**src/rtl/xosera_bus_if_if.sv**
```systemverilog
// m68k-side bus signal bundle for the Xosera bus interface.
// The host drives strobes/address/data; the slave returns read data and DTACK.
`timescale 1ns/1ps
interface xosera_bus_if_if;
  logic       bus_cs_n_i;
  logic       bus_rd_nwr_i;
  logic       bus_bytesel_i;
  logic [3:0] bus_reg_num_i;
  logic [7:0] bus_data_i;
  logic [7:0] bus_data_o;
  logic       bus_dtack_o;

  modport master (
    output bus_cs_n_i, bus_rd_nwr_i, bus_bytesel_i, bus_reg_num_i, bus_data_i,
    input  bus_data_o, bus_dtack_o
  );

  modport slave (
    input  bus_cs_n_i, bus_rd_nwr_i, bus_bytesel_i, bus_reg_num_i, bus_data_i,
    output bus_data_o, bus_dtack_o
  );
endinterface

```
**src/rtl/xosera_bus_if.sv**
```systemverilog
// Asynchronous m68k bus to pixel-clock core bridge: synchronizes CS, issues one
// read/write strobe per CS assertion and generates a delayed, held DTACK.
`timescale 1ns/1ps
module xosera_bus_if #(
  parameter int SYNC_STAGES = 2,
  parameter int DTACK_DELAY = 2
) (
  input  logic             clk,
  input  logic             reset_n_i,
  xosera_bus_if_if.slave   bus,
  input  logic [7:0]       rd_data_i,
  output logic             write_strobe_o,
  output logic             read_strobe_o,
  output logic [3:0]       reg_num_o,
  output logic             bytesel_o,
  output logic [7:0]       data_o
);

  typedef enum logic [1:0] {
    IDLE   = 2'd0,
    STROBE = 2'd1,
    WAIT   = 2'd2,
    HOLD   = 2'd3
  } state_t;

  state_t state_q, state_d;

  logic [SYNC_STAGES-1:0] sync_q;
  logic [SYNC_STAGES-1:0] prime_q;
  logic                   cs_sync_s;
  logic                   primed_s;
  logic                   start_s;

  logic       armed_q,    armed_d;
  logic       rd_nwr_q,   rd_nwr_d;
  logic [3:0] reg_num_q,  reg_num_d;
  logic       bytesel_q,  bytesel_d;
  logic [7:0] data_q,     data_d;
  logic [7:0] bus_data_q, bus_data_d;
  logic       dtack_q,    dtack_d;
  logic       wstb_q,     wstb_d;
  logic       rstb_q,     rstb_d;
  logic [3:0] cnt_q,      cnt_d;

  // prime_q marks when cs_sync reflects real samples rather than reset values,
  // so CS held low across reset cannot be mistaken for a fresh high-to-low edge.
  assign cs_sync_s = sync_q[SYNC_STAGES-1];
  assign primed_s  = prime_q[SYNC_STAGES-1];
  assign start_s   = (state_q == IDLE) && armed_q && !cs_sync_s;

  // CS synchronizer and post-reset priming shift register
  always_ff @(posedge clk or negedge reset_n_i) begin
    if (!reset_n_i) begin
      sync_q  <= {SYNC_STAGES{1'b1}};
      prime_q <= {SYNC_STAGES{1'b0}};
    end else begin
      sync_q  <= {sync_q[SYNC_STAGES-2:0], bus.bus_cs_n_i};
      prime_q <= {prime_q[SYNC_STAGES-2:0], 1'b1};
    end
  end

  // State and datapath registers
  always_ff @(posedge clk or negedge reset_n_i) begin
    if (!reset_n_i) begin
      state_q    <= IDLE;
      armed_q    <= 1'b0;
      rd_nwr_q   <= 1'b0;
      reg_num_q  <= 4'd0;
      bytesel_q  <= 1'b0;
      data_q     <= 8'd0;
      bus_data_q <= 8'd0;
      dtack_q    <= 1'b1;
      wstb_q     <= 1'b0;
      rstb_q     <= 1'b0;
      cnt_q      <= 4'd0;
    end else begin
      state_q    <= state_d;
      armed_q    <= armed_d;
      rd_nwr_q   <= rd_nwr_d;
      reg_num_q  <= reg_num_d;
      bytesel_q  <= bytesel_d;
      data_q     <= data_d;
      bus_data_q <= bus_data_d;
      dtack_q    <= dtack_d;
      wstb_q     <= wstb_d;
      rstb_q     <= rstb_d;
      cnt_q      <= cnt_d;
    end
  end

  // Next-state logic; a released CS always wins over the counter reaching zero
  always_comb begin
    state_d = state_q;
    case (state_q)
      IDLE: begin
        if (start_s) state_d = STROBE;
        else         state_d = IDLE;
      end
      STROBE: begin
        if (cs_sync_s) state_d = IDLE;
        else           state_d = WAIT;
      end
      WAIT: begin
        if (cs_sync_s)           state_d = IDLE;
        else if (cnt_q == 4'd0)  state_d = HOLD;
        else                     state_d = WAIT;
      end
      HOLD: begin
        if (cs_sync_s) state_d = IDLE;
        else           state_d = HOLD;
      end
      default: state_d = IDLE;
    endcase
  end

  // Output and datapath next values
  always_comb begin
    armed_d    = armed_q;
    rd_nwr_d   = rd_nwr_q;
    reg_num_d  = reg_num_q;
    bytesel_d  = bytesel_q;
    data_d     = data_q;
    bus_data_d = bus_data_q;
    dtack_d    = dtack_q;
    wstb_d     = 1'b0;
    rstb_d     = 1'b0;
    cnt_d      = cnt_q;

    if (primed_s && cs_sync_s) armed_d = 1'b1;
    else if (start_s)          armed_d = 1'b0;
    else                       armed_d = armed_q;

    case (state_q)
      IDLE: begin
        if (start_s) begin
          rd_nwr_d  = bus.bus_rd_nwr_i;
          reg_num_d = bus.bus_reg_num_i;
          bytesel_d = bus.bus_bytesel_i;
          data_d    = bus.bus_data_i;
          wstb_d    = ~bus.bus_rd_nwr_i;
          rstb_d    = bus.bus_rd_nwr_i;
        end else begin
          wstb_d = 1'b0;
          rstb_d = 1'b0;
        end
      end
      STROBE: begin
        cnt_d = 4'(DTACK_DELAY);
        if (rd_nwr_q) bus_data_d = rd_data_i;
        else          bus_data_d = bus_data_q;
      end
      WAIT: begin
        if (cs_sync_s)          cnt_d   = cnt_q;
        else if (cnt_q == 4'd0) dtack_d = 1'b0;
        else                    cnt_d   = cnt_q - 4'd1;
      end
      HOLD: begin
        if (cs_sync_s) dtack_d = 1'b1;
        else           dtack_d = 1'b0;
      end
      default: begin
        dtack_d = 1'b1;
      end
    endcase
  end

  assign write_strobe_o  = wstb_q;
  assign read_strobe_o   = rstb_q;
  assign reg_num_o       = reg_num_q;
  assign bytesel_o       = bytesel_q;
  assign data_o          = data_q;
  assign bus.bus_data_o  = bus_data_q;
  assign bus.bus_dtack_o = dtack_q;

endmodule

```
**src/flat_wrapper.sv**
```systemverilog
// flat-port wrapper written by rule: the top's interface ports become plain ports
module xosera_bus_if_flat 
#(
  parameter int SYNC_STAGES = 2,
  parameter int DTACK_DELAY = 2
)
  (clk, reset_n_i, rd_data_i, write_strobe_o, read_strobe_o, reg_num_o, bytesel_o, data_o, bus_bus_cs_n_i, bus_bus_rd_nwr_i, bus_bus_bytesel_i, bus_bus_reg_num_i, bus_bus_data_i, bus_bus_data_o, bus_bus_dtack_o);
  xosera_bus_if_if bus_i ();
  input  logic clk;
  input  logic reset_n_i;
  input  logic [7:0] rd_data_i;
  output logic write_strobe_o;
  output logic read_strobe_o;
  output logic [3:0] reg_num_o;
  output logic bytesel_o;
  output logic [7:0] data_o;
  input wire logic [$bits(bus_i.bus_cs_n_i)-1:0] bus_bus_cs_n_i;
  input wire logic [$bits(bus_i.bus_rd_nwr_i)-1:0] bus_bus_rd_nwr_i;
  input wire logic [$bits(bus_i.bus_bytesel_i)-1:0] bus_bus_bytesel_i;
  input wire logic [$bits(bus_i.bus_reg_num_i)-1:0] bus_bus_reg_num_i;
  input wire logic [$bits(bus_i.bus_data_i)-1:0] bus_bus_data_i;
  output wire logic [$bits(bus_i.bus_data_o)-1:0] bus_bus_data_o;
  output wire logic [$bits(bus_i.bus_dtack_o)-1:0] bus_bus_dtack_o;
  assign bus_i.bus_cs_n_i = bus_bus_cs_n_i;
  assign bus_i.bus_rd_nwr_i = bus_bus_rd_nwr_i;
  assign bus_i.bus_bytesel_i = bus_bus_bytesel_i;
  assign bus_i.bus_reg_num_i = bus_bus_reg_num_i;
  assign bus_i.bus_data_i = bus_bus_data_i;
  assign bus_bus_data_o = bus_i.bus_data_o;
  assign bus_bus_dtack_o = bus_i.bus_dtack_o;
  xosera_bus_if #(.SYNC_STAGES(SYNC_STAGES), .DTACK_DELAY(DTACK_DELAY)) u_core (.clk(clk), .reset_n_i(reset_n_i), .bus(bus_i), .rd_data_i(rd_data_i), .write_strobe_o(write_strobe_o), .read_strobe_o(read_strobe_o), .reg_num_o(reg_num_o), .bytesel_o(bytesel_o), .data_o(data_o));
endmodule
```
**config.mk**
```make
export PLATFORM = sky130hd
export DESIGN_NAME = xosera_bus_if_flat
export DESIGN_NICKNAME = d
export VERILOG_FILES = /design/src/rtl/xosera_bus_if_if.sv /design/src/rtl/xosera_bus_if.sv /design/src/flat_wrapper.sv
export SDC_FILE = /design/constraint.sdc
export NUM_CORES = 1
export LEC_CHECK = 0
export CORE_MARGIN = 1
export CORE_UTILIZATION = 31
export DETAILED_ROUTE_END_ITERATION = 10
export PLACE_DENSITY = 0.69
export SYNTH_ARGS = -nofsm -noshare
export SYNTH_HDL_FRONTEND = slang
export SYNTH_SLANG_ARGS = --single-unit
```
**constraint.sdc**
```tcl
create_clock -name clk -period 4.1 [get_ports clk]
set_clock_uncertainty 0.15 [all_clocks]
set_input_delay 0.82 -clock clk [delete_from_list [all_inputs] [get_ports clk]]
set_output_delay 0.82 -clock clk [all_outputs]
set_load 0.03 [all_outputs]
```
==> results of run 1 <==
[cell usage in the layout (no fill, tap or decap), drive strengths merged, types with 2 or more instances in the layout]
master,Yosys,final
nor4b,2,2
mux2,22,22
clkdlybuf4s50,0,48
nor2,5,5
nand3,2,2
dfstp,3,3
dfrtp,33,33
bufinv,0,3
nand2,4,4
ha,6,6
inv,8,8
o21ai,4,4
clkbuf,0,5
a211o,2,2
[worst max-delay path by stage]
stage | to | slack (ns) | cells past startpoint
2_1_floorplan | u_core.cnt_q[0]$_DFFE_PN0P_ | 2.46 | 5
3_3_place_gp | bus_bus_dtack_o | 1.96 | 1
3_5_place_dp | bus_bus_dtack_o | 1.96 | 1
4_1_cts | bus_bus_dtack_o | 1.63 | 1
5_1_grt | bus_bus_dtack_o | 1.61 | 1
6_report | bus_bus_dtack_o | 1.65 | 1
[cells by family after synthesis]
group,Yosys count,share of synthesized area [%]
flops,36,61.27
mux,22,16.78
simple gates,19,9.069
compound gates,10,4.746
buf+inv,9,2.797
fa+ha+maj,6,5.085
other cells,1,0.2540
[power groups by stage]
| stage | sequential, mW | clock [mW] | combinational, mW |
|---|---|---|---|
| floorplan | 0.647 | 0 | 0.0824 |
| detailed placement | 0.493 | 0 | 0.451 |
| finish | 0.486 | 0.430 | 0.447 |
| global route | 0.498 | 0.461 | 0.469 |
| global placement | 0.487 | 0 | 0.441 |
| CTS | 0.487 | 0.443 | 0.454 |
[metal layers]
layer | routed length (um) | up-vias | part of all wire (%)
met5 | 0 | - | 0
met4 | 56 | 0 | 1.8
met3 | 136 | 6 | 4.4
met2 | 1703 | 24 | 56
met1 | 1162 | 496 | 38
li1 | - | 466 | -
[flip-flops by register name, indices dropped and copies added, names as in the netlist, 2 cells and up]
name                   cells
u_core.sync_q              2
u_core.reg_num_o           4
u_core.data_o              8
u_core.cnt_q               4
u_core.state_q             2
u_core.prime_q             2
u_core.bus.bus_data_o      8
[layout make-up]
| type | count | area share, % |
|---|---|---|
| timing repair buffer | 49 | 22.41 |
| sequential | 36 | 41.55 |
| clock inverter | 3 | 4.138 |
| inverter | 8 | 1.379 |
| tap | 52 | 2.989 |
| clock buffer | 5 | 3.161 |
| multi-input combinational | 58 | 24.37 |
[stage by stage]
step | utilization, % | worst slack (ns) | cells
after floorplan | - | 2.459 | 103
after global placement | 45.11 | 1.964 | 203
after detailed placement | 45.11 | 1.955 | 203
after CTS | 48.66 | 1.628 | 211
after global routing | 48.66 | 1.610 | 211
final | 48.66 | 1.650 | 211
==> flow_summary.toml, run 1 <==
[floorplan]
start_util_pct = 33.00
die_x_um = 71.01
die_h_um = 71.01
top_level_ports = 49
dieArea_um2 = 5042
design.core.area_um2 = 4474
placementRows = 24

[pwr]
power.internal_uw = 954.4
leakage_nw = 0.9435
seq_power_share_pct = 35.6
total_power_mw = 1.363
p_clk_share_pct = 31.6
switching_share_pct = 29.96
switching_power_uw = 408.2
power.share.combinational_pct = 32.8
powerDensity_nw_per_um2 = 625.9
vdd_drop_max_uv = 359.6

[synthesis]
ys_ff_latch = 36
synthTopCellsByCount = "33 x dfrtp_1, 13 x mux2_1, 9 x mux2_2, 8 x inv_1, 6 x ha_1"
syn_avg_cell_area_um2 = 14.33
ys_warn_count = 0
synth_area_um2 = 1476
yosysMostFrequentCell = "dfrtp_1"
synth-edff-count = 0
ys.flop_type = "dfrtp_1"
synthCells = 103
synth_cell_types = 25
yosysTopAreaCell = "dfrtp_1"
yosys-top-cells-area = "dfrtp_1 56%, mux2_1 9.9%, mux2_2 6.9%"
syn-num-nets = 134
ys_async_sr_fraction_pct = 100.0
synth_top_area_share_pct = 55.93
ys_seq_area_share_pct = 61.27

[worst_hold_path]
hold_class = "register to register"
min_from = "u_core.prime_q[0]$_DFF_PN0_"
holdPathEnd = "u_core.prime_q[1]$_DFF_PN0_"
min_path_cells = 0

[global_route]
grt_max_degree = 37
grt_antenna_before_repair = 0
overflow = 0
grt_pass1_wl_um = 5237
track_usage_pct = 13.86
use_met2_pct = 25.96
use_met1_pct = 13.33
grt_use_met3_pct = 5.271
first_global_vias = 1143
top_usage_layer = "met2"

[timing]
max_freq_mhz = 408.1
fin_crit_sh_pct = 59.76
fin_crit_ns = 2.450
finalHoldViolations = 0
hold_slack_ns = 0.2052
setup_viol = 0
finalSetupTns_ns = 0
rsz0062_at_grt = "false"
final-max-slew-violation-count = 0

[detailed_routing]
wl_um = 3059
vias = 992
antenna_left = 0
route.detailed.drc = 0
viasPerCell = 4.701
first_pass_iters = 6
routedWlPerCell_um = 14.50
drt_iter0_drc = 43

[cells_and_area]
area_growth_pct = 47.46
multi_input_area_um2 = 530.5
ff_latch_area_um2 = 904.6
fin_nets = 189
layout-drive-gt1-share_pct = 14.47
fillers = 389
stdcell_area_um2 = 2177
diodes = 0

[status]
outcome = "finished, final reports clean"

[worst_setup_path]
startpoint_type = "register"
startpoint = "u_core.bus.bus_dtack_o$_DFFE_PN1P_"
cp.arrival_ns = 1.48
end_kind = "primary output"
rr_endpoint = "u_core.cnt_q[0]$_DFFE_PN0P_"
crit_fanout = 2
required_ns = 3.13
critPathTopFamily = "buffers and inverters"
worstRegToRegCells = 5
r2r-start = "u_core.state_q[0]$_DFF_PN0_"
path_buf_inv = 1
r2r_slack_ns = 2.24
crit_type = "register to primary output"
critPathMaxStageDelay_ns = 0.66
crit_chain = "clkdlybuf4s50_1"
crit_path_top_delay_cell = "clkdlybuf4s50_1"

[clock_tree]
clock_latency_ns = 0.29
clock-sinks = 36
root_buffer = "clkbuf_8"
cts_tree = "yes"
cts_setup_buffers = 0
htree_levels = 2
cts_buffer_depth = 2
cts_resized = 0
cts-hold-fix-buffers = 0
path_clk_slew_ns = 0.07
numCtsBuffers = 5

[placed_design]
globalplace.congestion = 0.7045
dpl.hpwl_um = 2245
io_buffers = 48
post_dp_cell_area_um2 = 2018

[flow_run]
drv_cap = 0
Note: power is estimated with default switching activity, not from simulation.
==> inputs of run 2 (changes only) <==
PLACE_DENSITY = 0.71   (was 0.69)
clock period = 2.2 ns   (was 4.1 ns; I/O delays follow)
==> flow_summary.toml, run 2 (same netlist as run 1, synthesis figures left out) <==
[status]
outcome = "finished, final reports clean"

[floorplan]
dieArea_um2 = 5042
die_h_um = 71.01
die_x_um = 71.01
placementRows = 24
start_util_pct = 33.00
design.core.area_um2 = 4474
top_level_ports = 49

[clock_tree]
cts_setup_buffers = 0
cts_resized = 0
numCtsBuffers = 5
cts_tree = "yes"
root_buffer = "clkbuf_8"
clock_latency_ns = 0.28
htree_levels = 2
path_clk_slew_ns = 0.07
cts-hold-fix-buffers = 0
clock-sinks = 36
cts_buffer_depth = 2

[cells_and_area]
ff_latch_area_um2 = 904.6
fin_nets = 189
layout_commonest_cell = "clkdlybuf4s50_1"
layout-drive-gt1-share_pct = 13.84
diodes = 0
multi_input_area_um2 = 530.5
area_growth_pct = 43.05
layout_common_cells = "48 x clkdlybuf4s50_1, 33 x dfrtp_1, 13 x mux2_1, 9 x mux2_2, 8 x inv_1"
fillers = 386

[worst_setup_path]
r2r_slack_ns = 0.32
crit_chain = "clkdlybuf4s50_1"
critPathMaxStageDelay_ns = 0.66
startpoint_type = "register"
end_kind = "primary output"
startpoint = "u_core.bus.bus_dtack_o$_DFFE_PN1P_"
r2r-start = "u_core.state_q[0]$_DFF_PN0_"
crit_path_top_delay_cell = "clkdlybuf4s50_1"
crit_type = "register to primary output"
crit_fanout = 2
cp.arrival_ns = 1.46
crit_cells = 1
required_ns = 1.61
path_buf_inv = 1
worstRegToRegCells = 5
rr_endpoint = "u_core.cnt_q[0]$_DFFE_PN0P_"
critPathTopFamily = "buffers and inverters"
crit_end = "bus_bus_dtack_o"

[timing]
rsz0062_at_grt = "false"
hold_slack_ns = 0.2078
finalHoldViolations = 0
final-max-slew-violation-count = 0
max_freq_mhz = 487.0
fin_crit_ns = 2.054
finalSetupTns_ns = 0
setup_viol = 0
fin_crit_sh_pct = 93.35

[detailed_routing]
routedWlPerCell_um = 13.53
drt_iter0_drc = 56
viasPerCell = 4.678
first_pass_iters = 6
antenna_left = 0
wl_um = 2855
vias = 987
route.detailed.drc = 0

[global_route]
grt_max_degree = 37
track_usage_pct = 13.05
grt_antenna_before_repair = 0
first_global_vias = 1100
grt_pass1_wl_um = 4974
overflow = 0

[placed_design]
io_buffers = 48
globalplace.congestion = 0.7696
dpl.hpwl_um = 2127

[pwr]
p_clk_share_pct = 21.8
vdd_drop_max_uv = 621.6
switching_power_uw = 746.6
power.internal_mw = 1.466
power.share.combinational_pct = 37.4
switching_share_pct = 33.75
leakage_nw = 0.9096
powerDensity_nw_per_um2 = 1047
seq_power_share_pct = 40.8

[flow_run]
drv_cap = 0

[worst_hold_path]
hold_class = "register to register"
## run 2: worst min-delay path by stage
| stage | slack, ns | cells after the start | to | start |
|---|---|---|---|---|
| after floorplan | -0.006 | 0 | u_core.armed_q$_DFFE_PN0P_ | reset_n_i |
| after global placement | 0.19 | 0 | u_core.prime_q[1]$_DFF_PN0_ | u_core.prime_q[0]$_DFF_PN0_ |
| after detailed placement | 0.20 | 0 | u_core.sync_q[1]$_DFF_PN1_ | u_core.sync_q[0]$_DFF_PN1_ |
| after CTS | 0.21 | 0 | u_core.sync_q[1]$_DFF_PN1_ | u_core.sync_q[0]$_DFF_PN1_ |
| after global routing | 0.22 | 0 | u_core.sync_q[1]$_DFF_PN1_ | u_core.sync_q[0]$_DFF_PN1_ |
| final | 0.21 | 0 | u_core.sync_q[1]$_DFF_PN1_ | u_core.sync_q[0]$_DFF_PN1_ |
## run 2: area by class of cell
cell class	count	share of cell area, %
Clock buffer	7	4.088
Timing Repair Buffer	49	23.10
Sequential cell	36	42.83
Tap cell	52	3.081
Multi-Input combinational cell	58	25.12
Inverter	8	1.422
Clock inverter	1	0.3554
## run 2: stage by stage
| stage | power [mW] | std cells | setup slack [ns] | instance area (um^2) | utilization (%) |
|---|---|---|---|---|---|
| after floorplan | 1.359 | 103 | 0.5588 | 1476 | - |
| after global placement | 1.731 | 203 | 0.4446 | 2018 | 45.11 |
| after detailed placement | 1.752 | 203 | 0.3330 | 2018 | 45.11 |
| after CTS | 2.242 | 211 | 0.1333 | 2112 | 47.20 |
| after global routing | 2.333 | 211 | 0.1112 | 2112 | 47.20 |
| final | 2.212 | 211 | 0.1464 | 2112 | 47.20 |
## run 2: layer usage
layer | track usage (%) | wire length [um] | share of wire, %
met5 | 0 | 0 | 0
met4 | 5.778 | 34 | 1.2
met2 | 23.50 | 1554 | 54
met3 | 3.276 | 92 | 3.2
met1 | 14.58 | 1174 | 41
## run 2: power groups by stage
stage                     registers (mW)  logic (mW)  clock network, mW
after CTS                          0.907       0.839              0.497
after floorplan                     1.21       0.154                  0
after detailed placement           0.917       0.835                  0
after global routing               0.928       0.869              0.536
final                              0.903       0.827              0.483
after global placement             0.908       0.823                  0
==> inputs of run 3 (changes only) <==
CAP_MARGIN = 15   (was default)
==> results of run 3 <==
Same layout as run 2: the final DEF is identical, and so are final timing and power.
